==> src/rtl/imem_port_arbiter.sv <==
// imem_port_arbiter: shares the instruction ROM's single combinational read
// port between instruction fetch and a debug/loader port. Fetch has priority;
// a saturating starvation counter hands the port to debug after STARVE_LIMIT
// consecutive denied debug cycles. Each port owns one registered response slot.
module imem_port_arbiter #(
  parameter int ADDR_WIDTH   = 32,
  parameter int DATA_WIDTH   = 32,
  parameter int MEM_SIZE     = 1024,
  parameter int STARVE_LIMIT = 4
) (
  input  logic                  clk,
  input  logic                  rst_n,
  // fetch port
  input  logic                  if_req_valid,
  input  logic [ADDR_WIDTH-1:0] if_req_addr,
  output logic                  if_req_ready,
  output logic                  if_rsp_valid,
  output logic [DATA_WIDTH-1:0] if_rsp_data,
  output logic                  if_rsp_err,
  input  logic                  if_rsp_ready,
  input  logic                  if_flush,
  // debug port
  input  logic                  dbg_req_valid,
  input  logic [ADDR_WIDTH-1:0] dbg_req_addr,
  output logic                  dbg_req_ready,
  output logic                  dbg_rsp_valid,
  output logic [DATA_WIDTH-1:0] dbg_rsp_data,
  output logic                  dbg_rsp_err,
  input  logic                  dbg_rsp_ready,
  // ROM read port
  output logic [ADDR_WIDTH-1:0] mem_addr,
  input  logic [DATA_WIDTH-1:0] mem_data
);

  // One extra bit so the ROM byte size never overflows the address width.
  localparam logic [ADDR_WIDTH:0] ROM_BYTES  = (ADDR_WIDTH+1)'(MEM_SIZE * 4);
  localparam logic [7:0]          STARVE_MAX = 8'(STARVE_LIMIT);

  // Misaligned or beyond the last ROM word.
  function automatic logic addr_err(input logic [ADDR_WIDTH-1:0] addr);
    addr_err = (addr[1:0] != 2'b00) || ({1'b0, addr} >= ROM_BYTES);
  endfunction

  logic                  if_free_s;
  logic                  dbg_free_s;
  logic                  if_elig_s;
  logic                  dbg_elig_s;
  logic                  if_gnt_s;
  logic                  dbg_gnt_s;
  logic [ADDR_WIDTH-1:0] mem_addr_s;
  logic                  cap_err_s;
  logic [DATA_WIDTH-1:0] cap_data_s;

  logic                  if_rsp_valid_r;
  logic [DATA_WIDTH-1:0] if_rsp_data_r;
  logic                  if_rsp_err_r;
  logic                  dbg_rsp_valid_r;
  logic [DATA_WIDTH-1:0] dbg_rsp_data_r;
  logic                  dbg_rsp_err_r;
  logic [7:0]            starve_cnt_r;

  // Eligibility, priority grant, ROM address mux and capture value.
  always_comb begin
    if_free_s  = ~if_rsp_valid_r | if_rsp_ready;
    dbg_free_s = ~dbg_rsp_valid_r | dbg_rsp_ready;
    if_elig_s  = 1'b0;
    dbg_elig_s = 1'b0;
    if_gnt_s   = 1'b0;
    dbg_gnt_s  = 1'b0;
    if (rst_n) begin
      if_elig_s  = if_req_valid & if_free_s & ~if_flush;
      dbg_elig_s = dbg_req_valid & dbg_free_s;
      // Debug wins only when fetch is absent or debug has starved long enough.
      dbg_gnt_s  = dbg_elig_s & (~if_elig_s | (starve_cnt_r == STARVE_MAX));
      if_gnt_s   = if_elig_s & ~dbg_gnt_s;
    end else begin
      if_elig_s  = 1'b0;
      dbg_elig_s = 1'b0;
    end
    if (dbg_gnt_s) begin
      mem_addr_s = dbg_req_addr;
    end else begin
      mem_addr_s = if_req_addr;
    end
    cap_err_s = addr_err(mem_addr_s);
    if (cap_err_s) begin
      cap_data_s = {DATA_WIDTH{1'b0}};
    end else begin
      cap_data_s = mem_data;
    end
  end

  // Fetch response slot: load on grant, clear on drain or flush, else hold.
  always_ff @(posedge clk or negedge rst_n) begin
    if (!rst_n) begin
      if_rsp_valid_r <= 1'b0;
      if_rsp_data_r  <= {DATA_WIDTH{1'b0}};
      if_rsp_err_r   <= 1'b0;
    end else if (if_gnt_s) begin
      if_rsp_valid_r <= 1'b1;
      if_rsp_data_r  <= cap_data_s;
      if_rsp_err_r   <= cap_err_s;
    end else if (if_flush || if_rsp_ready) begin
      if_rsp_valid_r <= 1'b0;
    end else begin
      if_rsp_valid_r <= if_rsp_valid_r;
    end
  end

  // Debug response slot: load on grant, clear on drain, else hold.
  always_ff @(posedge clk or negedge rst_n) begin
    if (!rst_n) begin
      dbg_rsp_valid_r <= 1'b0;
      dbg_rsp_data_r  <= {DATA_WIDTH{1'b0}};
      dbg_rsp_err_r   <= 1'b0;
    end else if (dbg_gnt_s) begin
      dbg_rsp_valid_r <= 1'b1;
      dbg_rsp_data_r  <= cap_data_s;
      dbg_rsp_err_r   <= cap_err_s;
    end else if (dbg_rsp_ready) begin
      dbg_rsp_valid_r <= 1'b0;
    end else begin
      dbg_rsp_valid_r <= dbg_rsp_valid_r;
    end
  end

  // Count consecutive denied debug cycles, saturating at the limit.
  always_ff @(posedge clk or negedge rst_n) begin
    if (!rst_n) begin
      starve_cnt_r <= 8'd0;
    end else if (!dbg_req_valid || dbg_gnt_s) begin
      starve_cnt_r <= 8'd0;
    end else if (starve_cnt_r != STARVE_MAX) begin
      starve_cnt_r <= starve_cnt_r + 8'd1;
    end else begin
      starve_cnt_r <= starve_cnt_r;
    end
  end

  assign if_req_ready  = if_gnt_s;
  assign dbg_req_ready = dbg_gnt_s;
  assign mem_addr      = mem_addr_s;
  assign if_rsp_valid  = if_rsp_valid_r;
  assign if_rsp_data   = if_rsp_data_r;
  assign if_rsp_err    = if_rsp_err_r;
  assign dbg_rsp_valid = dbg_rsp_valid_r;
  assign dbg_rsp_data  = dbg_rsp_data_r;
  assign dbg_rsp_err   = dbg_rsp_err_r;

endmodule

==> config.mk <==
export PLATFORM = sky130hd
export DESIGN_NAME = imem_port_arbiter
export DESIGN_NICKNAME = d
export VERILOG_FILES = /design/src/rtl/imem_port_arbiter.sv
export SDC_FILE = /design/constraint.sdc
export NUM_CORES = 1
export LEC_CHECK = 0
export ABC_AREA = 1
export CORE_MARGIN = 1.5
export CORE_UTILIZATION = 30
export CTS_BUF_LIST = sky130_fd_sc_hd__clkbuf_8
export DETAILED_ROUTE_END_ITERATION = 16
export HOLD_SLACK_MARGIN = 0.15
export RECOVER_POWER = 100
export SYNTH_ARGS = -nofsm -noshare
export SYNTH_HDL_FRONTEND = slang
export SYNTH_SLANG_ARGS = --single-unit
==> constraint.sdc <==
create_clock -name clk -period 4.2 [get_ports clk]
set_clock_uncertainty 0.2 [all_clocks]
set_input_delay 0.42 -clock clk [delete_from_list [all_inputs] [get_ports clk]]
set_output_delay 0.42 -clock clk [all_outputs]
set_load 0.03 [all_outputs]
==> results.cfg <==
[logic_synthesis]
yosysWarnings = 0
synth_flop_cell = dfrtp_1
ys_types = 26
synth.cell_area_mm2 = 0.004040
ys_seq_area_frac = 0.4707
synth_top_area_frac = 0.4707
synthTopCellsByCount = nand2_1, nand4_1, dfrtp_1, inv_1, clkbuf_1
synth_edf_count = 0
synth.most_common_cell = nand2_1
synth_largest_area_cell = dfrtp_1
ys_async_sr_fraction = 1.000
ys_ff_latch = 76
synthTopCellsByArea = dfrtp_1, nand2_1, nand4_1
syn_nets = 640
avgSynthCellArea_um2 = 7.552
synth_cells = 535

[sta]
final.setup.worst_slack_ns = 0.3920
fin_hold_ws_ns = 0.2770
rsz0062_at_grt = false
drv_slew = 0
period_needed_ns = 3.808
slew_headroom = 0.5065
finalHoldViolCount = 0
fin_tns_setup_ns = 0
fin_crit_sh = 0.9067
clock.fmax_ghz = 0.2626
worst_pin_slew_ns = 0.7394
setup_viol = 0

[placement]
place_area_mm2 = 0.006128
place_inst = 889
place_hpwl_um = 9806
portBuffers = 204
post-place-ws_ns = 0.6562
gp_congestion = 0.8352

[worst_setup_path]
critPathMaxStageDelay_ns = 0.69
cpMostUsedCell = inv_1
critPathSlowestCell = dlygate4sd3_1
worstPathArrival_ns = 3.19
cp.required_ns = 3.58
critPathCaptureType = output pin
path_cells = inv_1, ha_1, nand3_1, o21ai_4, nand3_4, o21ai_0, inv_1, dlygate4sd3_1
crit_type = register to output pin
start_kind = register
crit_path_max_fanout = 35

[floorplan]
core_mm2 = 0.01319
die-area_mm2 = 0.01417
rows = 42
die_h_um = 119.0
ioPinCount = 205
start_util = 0.3063
fp.dieW_um = 119.0

[cells_and_area]
stdcell_count = 906
syn_to_final_growth_pct = 55.78
fin_nets = 830
antennaDiodeCount = 0
fillers = 1305
utilization = 0.4771
drive_above_1_share = 0.06027
fin_area_mm2 = 0.006294

[drt]
avgRoutedWirePerCell_um = 14.62
routed_wl_um = 13240
drtAntennaViolNets = 0
viasPerCell = 4.736
vias = 4291
dr.pass1.iters = 4
initialDrtViolationCount = 313
drc = 0

[clocking]
path_clk_slew_ns = 0.08
cts_buffer_depth = 2
root_buffer = clkbuf_8
cts.sinks = 76
cts_setup_buffers = 0
cts_tree = built
numCtsBuffers = 9
cts_max_level = 3
clkLatencyLatePin_ns = 0.33
ctsResizeCount = 0

[global_route]
antenna_found_initial = 0
grt_max_degree = 48
grt_use_total = 0.1880
grt_pass1_vias = 4319
grt_pass1_wl_um = 21450
grt-ovfl-total = 0

[run]
maxCapViolCount = 0

[pwr]
ir_drop_mv = 0.1391
p_leak_nw = 3.449
powerDensity_mw_per_mm2 = 273.7
total_power_mw = 1.723

[status]
outcome = finished clean

[worst_hold_path]
hp-class = register to register
critical path: cells and delay by family (launching register included):
kind,cells,cell delay (ns)
compound gates,2,0.83
fa+ha+maj,1,0.17
buf+inv,3,0.86
flops,1,0.39
simple gates,2,0.58
where the power goes:
part / switching [mW] / total [mW] / internal (mW)
Combinational: 0.209 / 0.366 / 0.157
Sequential: 0.00426 / 0.743 / 0.739
Clock: 0.276 / 0.614 / 0.338
timing repair:
| item | CTS | global route |
|---|---|---|
| endpoints found under the hold margin | 76 | 0 |
| hold buffers | 1 | 0 |
| setup endpoints to repair | 0 | 0 |
logic make-up after synthesis:
family | Yosys count | share of synthesized area
fa+ha+maj | 2 | 0.006193
buf+inv | 101 | 0.1236
simple gates | 341 | 0.3760
flops | 76 | 0.4707
compound gates | 15 | 0.02354
sequential cells by signal, indices dropped and copies added (netlist names):
name,cells
starve_cnt_r,8
dbg_rsp_err,1
dbg_rsp_data,32
if_rsp_data,32
dbg_rsp_valid,1
if_rsp_err,1
if_rsp_valid,1
final timing paths:
path	start	end	slack [ns]	cells past startpoint
worst max-delay path	starve_cnt_r[0]	mem_addr[27]	0.39	8
worst min-delay path	if_rsp_data[12]	if_rsp_data[12]	0.28	2
worst max register to register	starve_cnt_r[0]	dbg_rsp_data[10]	0.54	12
worst min register to register	if_rsp_data[12]	if_rsp_data[12]	0.28	2
max in group asynchronous	rst_n	if_rsp_data[11]	2.67	3
min in group asynchronous	rst_n	if_rsp_data[21]	0.73	3
placed cells by master, fill, tap and decap left out, drive strengths merged, types with 2 or more instances in the layout:
| cell | netlist | layout |
|---|---|---|
| nor2 | 16 | 16 |
| ha | 2 | 2 |
| dfrtp | 76 | 76 |
| nand3 | 7 | 7 |
| nand2 | 234 | 234 |
| bufinv | 0 | 2 |
| dlygate4sd3 | 0 | 86 |
| nor3 | 3 | 3 |
| inv | 61 | 62 |
| o21ai | 9 | 9 |
| buf | 21 | 18 |
| o21a | 2 | 2 |
| clkinv | 3 | 6 |
| clkdlybuf4s50 | 0 | 101 |
| nand4 | 79 | 79 |
| a21oi | 4 | 4 |
| clkbuf | 16 | 20 |
per-layer routing:
layer | share of wire | up-vias | track usage
met5 | 0 | - | 0
met4 | 0.015 | 0 | 0.05723
met3 | 0.054 | 14 | 0.03496
met2 | 0.50 | 145 | 0.3309
met1 | 0.43 | 2030 | 0.2330
li1 | - | 2102 | -
layout make-up:
class | instances | area (um^2) | share of cell area
clock buffers | 9 | 123.9 | 0.01968
clock inverters | 7 | 98.84 | 0.01571
inverters | 64 | 240.2 | 0.03817
multi-input cells | 358 | 1628 | 0.2586
flip-flops and latches | 76 | 1902 | 0.3022
well taps | 176 | 220.2 | 0.03499
repair buffers | 216 | 2081 | 0.3306
(Power assumes the default switching activity.)
